`src/rtl/btn_debounce_rst.sv`:
```
// Button conditioner: 2-flop sync, per-channel debounce, rise/fall pulses, stretched system reset.
// Latency: btn_q follows a clean input change DEB_CYCLES+2 edges later; pulses coincide with btn_q.
// Backpressure: none, free-running with one output update per clock.
module btn_debounce_rst #(
  parameter int N_BTN      = 4,
  parameter int DEB_CYCLES = 16,
  parameter int RST_BTN    = 0,
  parameter int RST_BTN_EN = 1,
  parameter int RST_HOLD   = 8
) (
  input  logic             clk,
  input  logic             rst,
  input  logic [N_BTN-1:0] btn_in,
  output logic [N_BTN-1:0] btn_q,
  output logic [N_BTN-1:0] btn_rise,
  output logic [N_BTN-1:0] btn_fall,
  output logic             sys_rst
);

  localparam int CNT_W  = $clog2(DEB_CYCLES);
  localparam int HOLD_W = $clog2(RST_HOLD + 1);

  localparam logic [CNT_W-1:0]  CNT_MAX   = CNT_W'(DEB_CYCLES - 1);
  localparam logic [HOLD_W-1:0] HOLD_MAX  = HOLD_W'(RST_HOLD);
  localparam logic [HOLD_W-1:0] HOLD_LAST = HOLD_W'(RST_HOLD - 1);

  logic [N_BTN-1:0]  s1;
  logic [N_BTN-1:0]  s;
  logic [CNT_W-1:0]  cnt [N_BTN];
  logic [HOLD_W-1:0] hcnt;
  logic              rst_btn_hold;

  // Any sample matching the accepted level restarts the count, so bounce never accumulates.
  always_ff @(posedge clk or posedge rst) begin
    if (rst) begin
      s1       <= '0;
      s        <= '0;
      btn_q    <= '0;
      btn_rise <= '0;
      btn_fall <= '0;
      for (int i = 0; i < N_BTN; i++) cnt[i] <= '0;
    end else begin
      s1       <= btn_in;
      s        <= s1;
      btn_rise <= '0;
      btn_fall <= '0;
      for (int i = 0; i < N_BTN; i++) begin
        if (s[i] == btn_q[i]) begin
          cnt[i] <= '0;
        end else if (cnt[i] == CNT_MAX) begin
          btn_q[i]    <= s[i];
          cnt[i]      <= '0;
          btn_rise[i] <= s[i];
          btn_fall[i] <= ~s[i];
        end else begin
          cnt[i] <= cnt[i] + CNT_W'(1);
        end
      end
    end
  end

  assign rst_btn_hold = (RST_BTN_EN != 0) && btn_q[RST_BTN];

  // hcnt saturates at RST_HOLD; sys_rst drops on the edge that takes it there.
  always_ff @(posedge clk or posedge rst) begin
    if (rst) begin
      hcnt    <= '0;
      sys_rst <= 1'b1;
    end else if (rst_btn_hold) begin
      hcnt    <= '0;
      sys_rst <= 1'b1;
    end else if (hcnt != HOLD_MAX) begin
      hcnt <= hcnt + HOLD_W'(1);
      if (hcnt == HOLD_LAST) sys_rst <= 1'b0;
    end
  end

endmodule

```
`config.mk`:
```
export PLATFORM = sky130hd
export DESIGN_NAME = btn_debounce_rst
export DESIGN_NICKNAME = d
export VERILOG_FILES = /design/src/rtl/btn_debounce_rst.sv
export SDC_FILE = /design/constraint.sdc
export NUM_CORES = 1
export LEC_CHECK = 0
export ABC_AREA = 1
export CAP_MARGIN = 20
export CORE_UTILIZATION = 40
export DETAILED_ROUTE_END_ITERATION = 16
export RECOVER_POWER = 25
export SLEW_MARGIN = 5
export SYNTH_ARGS = -nofsm -noshare
export SYNTH_HDL_FRONTEND = slang
export SYNTH_SLANG_ARGS = --single-unit
```
`constraint.sdc`:
```
create_clock -name clk -period 1.11 [get_ports clk]
set_input_delay 0.222 -clock clk [delete_from_list [all_inputs] [get_ports clk]]
set_output_delay 0.222 -clock clk [all_outputs]
set_load 0.005 [all_outputs]
```
* Word level (Yosys, flattened, before mapping)
Index checks and enable logic that the tools add are counted.
W data, S select, Z words.
** Word-level totals
- Register bits :: 41
- Bits of input ports :: 6
- Output and inout bits :: 13
- Logic and storage cells :: 73
** Operators by class
- Add/subtract/negate cells :: 5
- Equality and inequality tests :: 10
- Muxes and demuxes :: 29
- Bitwise operators :: 8
- Reductions and logical operators :: 7
** Operator list (number)
- $mux W4 :: 10
- $add A4 B1 Y4 const B :: 5
- $mux W1 :: 19
- $eq A4 B4 Y1 const B :: 4
- $reduce_and A2 Y1 :: 5
- $not A1 Y1 :: 8
- $eq A1 B1 Y1 :: 4
- $eq A4 B3 Y1 const B :: 1
- $ne A4 B4 Y1 const B :: 1
- $reduce_bool A2 Y1 :: 2

* Depth between registers and ports, before layout
Gate-level depths: netlist of the first run.
- Depth in word-level cells :: 4
- Depth in mapped cells :: 5
- Depth with buffers taken out :: 5

* Worst setup path before layout of the first run
No wires, ideal clock.
- Kind :: reg-to-reg
- Start point :: register cnt[0] (netlist bit)
- End point :: register cnt[3] (netlist bit)
- Setup time :: 0.071 ns
- Data arrival time :: 0.916 ns
- Required time :: 1.039 ns
- Setup slack :: 0.123 ns
- Stages on the path, launching flop included :: 5
- Path buffers :: 0
- Period minus slack after synthesis :: 0.987 ns
- Cells stage by stage :: dfrtp_1 ha_1 nand3_1 nand2_1 nor2_1
** Between the ends
- Cells in the longest elaborated chain, start to end :: 3
- Elaborated cells between the ends (all ways) :: 4
- Classes of those cells :: add/sub (1); eq/ne (1); mux (2)
** RTL lines
- from (decl) :: line 29 : logic [CNT_W-1:0] cnt [N_BTN];
- from (signal, indexed assignment) :: line 56 : cnt[i] <= cnt[i] + CNT_W'(1);
- $add A4 B1 Y4 or $eq A4 B4 Y1 (tied branches) :: line 56, 50
- $mux W4 * :: line 50 : end else if (cnt[i] == CNT_MAX) begin
- $mux W4 * :: line 48 : if (s[i] == btn_q[i]) begin
Every way passes the cells marked *; elsewhere a longest branch is shown, timed or not.
A chain may end at the register's enable or synchronous reset.

* Final worst setup path of the first run
- Start point :: register sys_rst
- End point :: output sys_rst
** RTL lines
- from (decl) :: line 17 : output logic sys_rst
- from (signal assigned) :: line 68 : sys_rst <= 1'b1;
- from (signal assigned) :: line 71 : sys_rst <= 1'b1;
- from (signal assigned) :: line 74 : if (hcnt == HOLD_LAST) sys_rst <= 1'b0;
No word-level cell between the ends.

==> results.cfg, run 1 <==
[logic_synthesis]
avgSynthCellArea_um2 = 9.971
ys_ff_latch = 41
synth_edf_count = 0
netlist_top_cells_area = dfrtp_1 (62%), nand2_1 (7.5%), nor2_1 (6.1%)
syn-cell-area_um2 = 1605
synth_flop_cell = dfrtp_1
yosysWarnings = 0
async_flop_share_pct = 100.0
ys_types = 16
synth_top_area_share_pct = 62.35
netlist_instances = 161
synth_nets = 173
synthTopCellsByCount = dfrtp_1 (40), nand2_1 (32), nor2_1 (26)
yosys.area.top_type = dfrtp_1
yosysMostFrequentCell = dfrtp_1
synth-seq-area-share_pct = 63.99

[route]
drc = 0
vias = 1132
wirelength_um = 2584
drt_iter0_drc = 46
dr.pass1.iters = 4
antenna_left = 0
wl_per_cell_um = 10.46
avgViaCountPerCell = 4.583

[timing]
period_minus_slack_ns = 1.136
slew_viol_final = 0
finalSetupTns_ns = -0.02562
fin_skew_ns = 0.006255
setup_ws_ns = -0.02562
rsz0062_at_grt = true
final-setup-viol-count = 1
max_slew_margin_pct = 77.36
fin_crit_sh_pct = 102.3
hold_violations = 0
tightest_slew_ns = 0.3396
max_freq_mhz = 880.6
holdWs_ns = 0.3021

[grt]
use_met3_pct = 5.903
use_met1_pct = 16.93
grt_overflow = 0
grt_use_total_pct = 14.14
grt_pass1_vias = 1083
grt_pass1_wl_um = 4478
busiest_layer = met2
grtUsageMet2_pct = 22.04
grt_max_degree = 27
grt_antenna_before_repair = 0

[floorplanning]
die_height_um = 65.35
dieArea_um2 = 4271
dieWidth_um = 65.35
core.rowCount = 22
ios = 19
initial_core_util_pct = 42.88
core_area_um2 = 3744

[pwr]
p_leak_nw = 1.047
max-vdd-ir-drop_uv = 1037
power.density_nw_per_um2 = 1734
p_total_mw = 3.500

[worst_setup_path]
cp_cell_sequence = buf_2
worst-endpoint-arrival_ns = 0.91
cpPeakStageDelay_ns = 0.53
worst-path-buf-inv = 1
cp_max_fo = 2
critPathKind = reg -> out
cp_slowest_cell = dfstp_2
crit_family = flip-flops
crit_path_end_kind = output pin
cp-start-kind = flop
required_ns = 0.89

[clocking]
htree_levels = 2
root_buffer = clkbuf_8
cts_hold_buf = 0
cts_buffer_depth = 2
clkSlewWorstSetupHoldPaths_ns = 0.07
clk_latency_ns = 0.28
clock_sinks = 41
numCtsBuffers = 5
tritoncts = done

[cells_and_area]
num-nets-final = 210
num-fill-cells = 358
areaGrowthSynthToFinish_pct = 25.72
drive_gt1_share_pct = 23.12
final_area_um2 = 2018
final_util_pct = 53.91
num_antenna_cells = 0
layoutNonFillerInstCount = 247

[run_status]
outcome = complete, but fails checks
violations = negative setup slack

[min_path]
hold_path_class = in -> async

[placed_design]
gp_congestion = 0.7146
hpwlAfterDp_um = 1867
place_area_um2 = 1914
dp.cells = 234
pre_cts_slack_ns = -0.1071
io_buffers = 18

[job]
drv_cap = 0
power breakdown:
group          switching (mW)  total (mW)  internal [mW]
registers               0.128        1.75           1.63
clock network           0.457        1.19          0.732
logic                   0.297       0.557          0.260
path summary, 6_finish.rpt:
check | slack (ns) | depth (start not counted) | to | from
worst max-delay path | -0.03 | 1 | sys_rst | sys_rst
worst min-delay path | 0.30 | 2 | hcnt[2] | rst
worst max register to register | 0.06 | 5 | hcnt[2] | hcnt[1]
worst min register to register | 0.35 | 0 | s[0] | s1[0]
max in group asynchronous | 0.18 | 3 | cnt[10] | rst
min in group clk | 0.35 | 0 | s[0] | s1[0]
layer usage:
metal | up-vias | part of all wire [%]
met5 | - | 0
li1 | 576 | -
met2 | 29 | 47
met3 | 5 | 5.9
met1 | 522 | 45
met4 | 0 | 1.7
sequential cells by signal, indices dropped and copies added (netlist names):
name and cells:
s 4, btn_rise 4, hcnt 4, s1 4, btn_q 4, btn_fall 4, cnt 16, sys_rst 1
layout by cell type, fill, tap and decap left out:
master / n
a21boi_0: 1
a21oi_1: 1
buf_2: 3
buf_4: 11
bufinv_16: 1
clkbuf_1: 1
clkbuf_2: 10
clkbuf_4: 1
clkbuf_8: 6
clkinvlp_2: 1
dfrtp_1: 40
dfstp_2: 1
dlygate4sd3_1: 5
ha_1: 5
ha_2: 1
inv_1: 21
inv_2: 1
nand2_1: 30
nand2_2: 4
nand3_1: 8
nand3_2: 5
nand4_1: 7
nor2_1: 25
nor2_2: 1
o21ai_0: 4
o21ai_1: 1
xnor2_1: 4
timing repair:
item | 4_1_cts | 5_1_grt
endpoints found under the setup margin | 14 | 21
resized for setup | 32 | 18
buffers inserted | 2 | 3
pin swaps | 0 | 3
area by class of cell:
class | count | area [um^2] | share of cell area [%]
Clock buffer | 7 | 86.33 | 4.278
Timing Repair Buffer | 30 | 205.2 | 10.17
Multi-Input combinational cell | 97 | 521.8 | 25.85
Clock inverter | 1 | 30.03 | 1.488
Tap cell | 48 | 60.06 | 2.976
Sequential cell | 41 | 1027 | 50.90
Inverter | 23 | 87.58 | 4.340
kinds of logic (layout without fill, tap and decap cells):
kind of cell	count (synthesis)	after routing	synth area share, %
buffers and inverters	23	61	5.378
adder cells (fa/ha/maj)	6	6	4.676
AND/OR/NAND/NOR	80	80	21.43
AO/OA/AOI/OAI	7	7	2.338
XOR/XNOR	4	4	2.182
flip-flops	41	41	63.99
Power figures use the tool's default switching activity.
==> run 2: changes to the inputs <==
- GPL_TIMING_DRIVEN: default -> 0
==> run 2 against run 1 <==
Net effect: final cell count shrank 1.6%; global-route usage rose by 0.075 points; worst setup slack improved by 0.013 ns; the run still ends with negative setup slack left; highest routed layer unchanged; final area decreased by 0.93%; critical path type unchanged; clock skew grew 0.0016 ns.
==> results.cfg, run 2 (synthesis results as in run 1) <==
[run_status]
outcome = complete, but fails checks
violations = negative setup slack

[timing]
max_slew_margin_pct = 43.42
final-setup-viol-count = 1
setup_ws_ns = -0.01297
holdWs_ns = 0.2679
finalSetupTns_ns = -0.01297
hold_violations = 0
fin_crit_sh_pct = 101.2
period_minus_slack_ns = 1.123
rsz0062_at_grt = true
max_freq_mhz = 890.5
fin_skew_ns = 0.007812
slew_viol_final = 0
tightest_slew_ns = 0.8469

[cells_and_area]
mostFrequentLayoutCells = dfrtp_1 (39), nand2_1 (32), nor2_1 (25)
num-fill-cells = 342
final_area_um2 = 1999
final_util_pct = 53.41
largest_register = cnt
drive_gt1_share_pct = 20.00
areaGrowthSynthToFinish_pct = 24.55
layoutNonFillerInstCount = 243
final_common_cell = dfrtp_1
num-nets-final = 207
num_antenna_cells = 0
largest_reg_flops = 16

[grt]
grt_pass1_vias = 1108
use_met1_pct = 16.69
grt_overflow = 0
grt_pass1_wl_um = 4547
grt_max_degree = 42
busiest_layer = met2
grt_antenna_before_repair = 0
use_met3_pct = 3.299
grtUsageMet2_pct = 23.71
grt_use_total_pct = 14.22

[worst_setup_path]
cpPeakStageDelay_ns = 0.52
cp_cell_sequence = buf_2
critPathKind = reg -> out
required_ns = 0.89
worst-endpoint-arrival_ns = 0.90
cp_max_fo = 2
cp-start-kind = flop
worst-path-buf-inv = 1
crit_path_end_kind = output pin
cp_slowest_cell = dfstp_2
crit_family = flip-flops

[placed_design]
io_buffers = 18
hpwlAfterDp_um = 1838
place_area_um2 = 1849
gp_congestion = 0.6630
dp.cells = 227

[clocking]
tritoncts = done
clk_latency_ns = 0.28
htree_levels = 2
clock_sinks = 41
clkSlewWorstSetupHoldPaths_ns = 0.07
cts_hold_buf = 0
cts_buffer_depth = 2
root_buffer = clkbuf_8
numCtsBuffers = 5

[floorplanning]
die_height_um = 65.35
dieArea_um2 = 4271
initial_core_util_pct = 42.88
core.rowCount = 22
core_area_um2 = 3744
ios = 19
dieWidth_um = 65.35

[route]
wl_per_cell_um = 11.13
avgViaCountPerCell = 4.737
dr.pass1.iters = 5
drt_iter0_drc = 33
wirelength_um = 2705
vias = 1151
drc = 0
antenna_left = 0

[pwr]
power.density_nw_per_um2 = 1628
max-vdd-ir-drop_uv = 1030
p_leak_nw = 1.011

[job]
drv_cap = 0

[min_path]
hold_path_class = in -> async
[run 2: stage by stage]
stage	total power [mW]	worst slack, ns
CTS	3.241	-0.03309
detailed placement	2.234	-0.1861
finish	3.254	-0.01297
global placement	2.183	-0.1567
global route	3.458	-0.04488
floorplan	2.098	0.1226
[run 2: routing by layer]
metal,part of all wire [%],routed length (um),vias to the layer above
li1,-,-,572
met1,45,1215,546
met2,49,1328,28
met3,4.1,110,5
met4,1.9,51,0
met5,0,0,-
[run 2: layout make-up]
class                           instances  area [um^2]  share of cell area (%)
Timing Repair Buffer                   27        207.7                   10.39
Inverter                               23        92.59                   4.631
Tap cell                               48        60.06                   3.004
Sequential cell                        41         1028                   51.44
Clock buffer                            7        86.33                   4.318
Multi-Input combinational cell         97        524.3                   26.22
[run 2: worst paths after layout]
| check | startpoint | end | slack, ns | cells past startpoint |
|---|---|---|---|---|
| setup reg to reg | hcnt[0] | hcnt[1] | 0.06 | 5 |
| hold / removal | rst | btn_rise[3] | 0.27 | 2 |
| max in group asynchronous | rst | btn_q[0] | 0.34 | 2 |
| min in group clk | s1[3] | s[3] | 0.35 | 0 |
| hold reg to reg | s1[3] | s[3] | 0.35 | 0 |
| setup / recovery | sys_rst | sys_rst | -0.01 | 1 |
[run 2: power by group]
group,internal [mW],switching [mW]
combinational,0.263,0.283
sequential,1.63,0.145
clock,0.493,0.445
total,2.38,0.874
[run 2: worst register-to-register path, cell delays in order, from the launching register on]
cell     delay (ns)
dfrtp_1        0.41
inv_1          0.09
ha_2           0.20
nand3_2        0.11
nand3_1        0.09
nand2_1        0.05
[run 2: what timing repair did]
item                       in CTS  in global routing
setup endpoints to repair      16                 22
gates resized for setup        33                 16
pin swaps                       0                  1
setup buffers                   6                  3
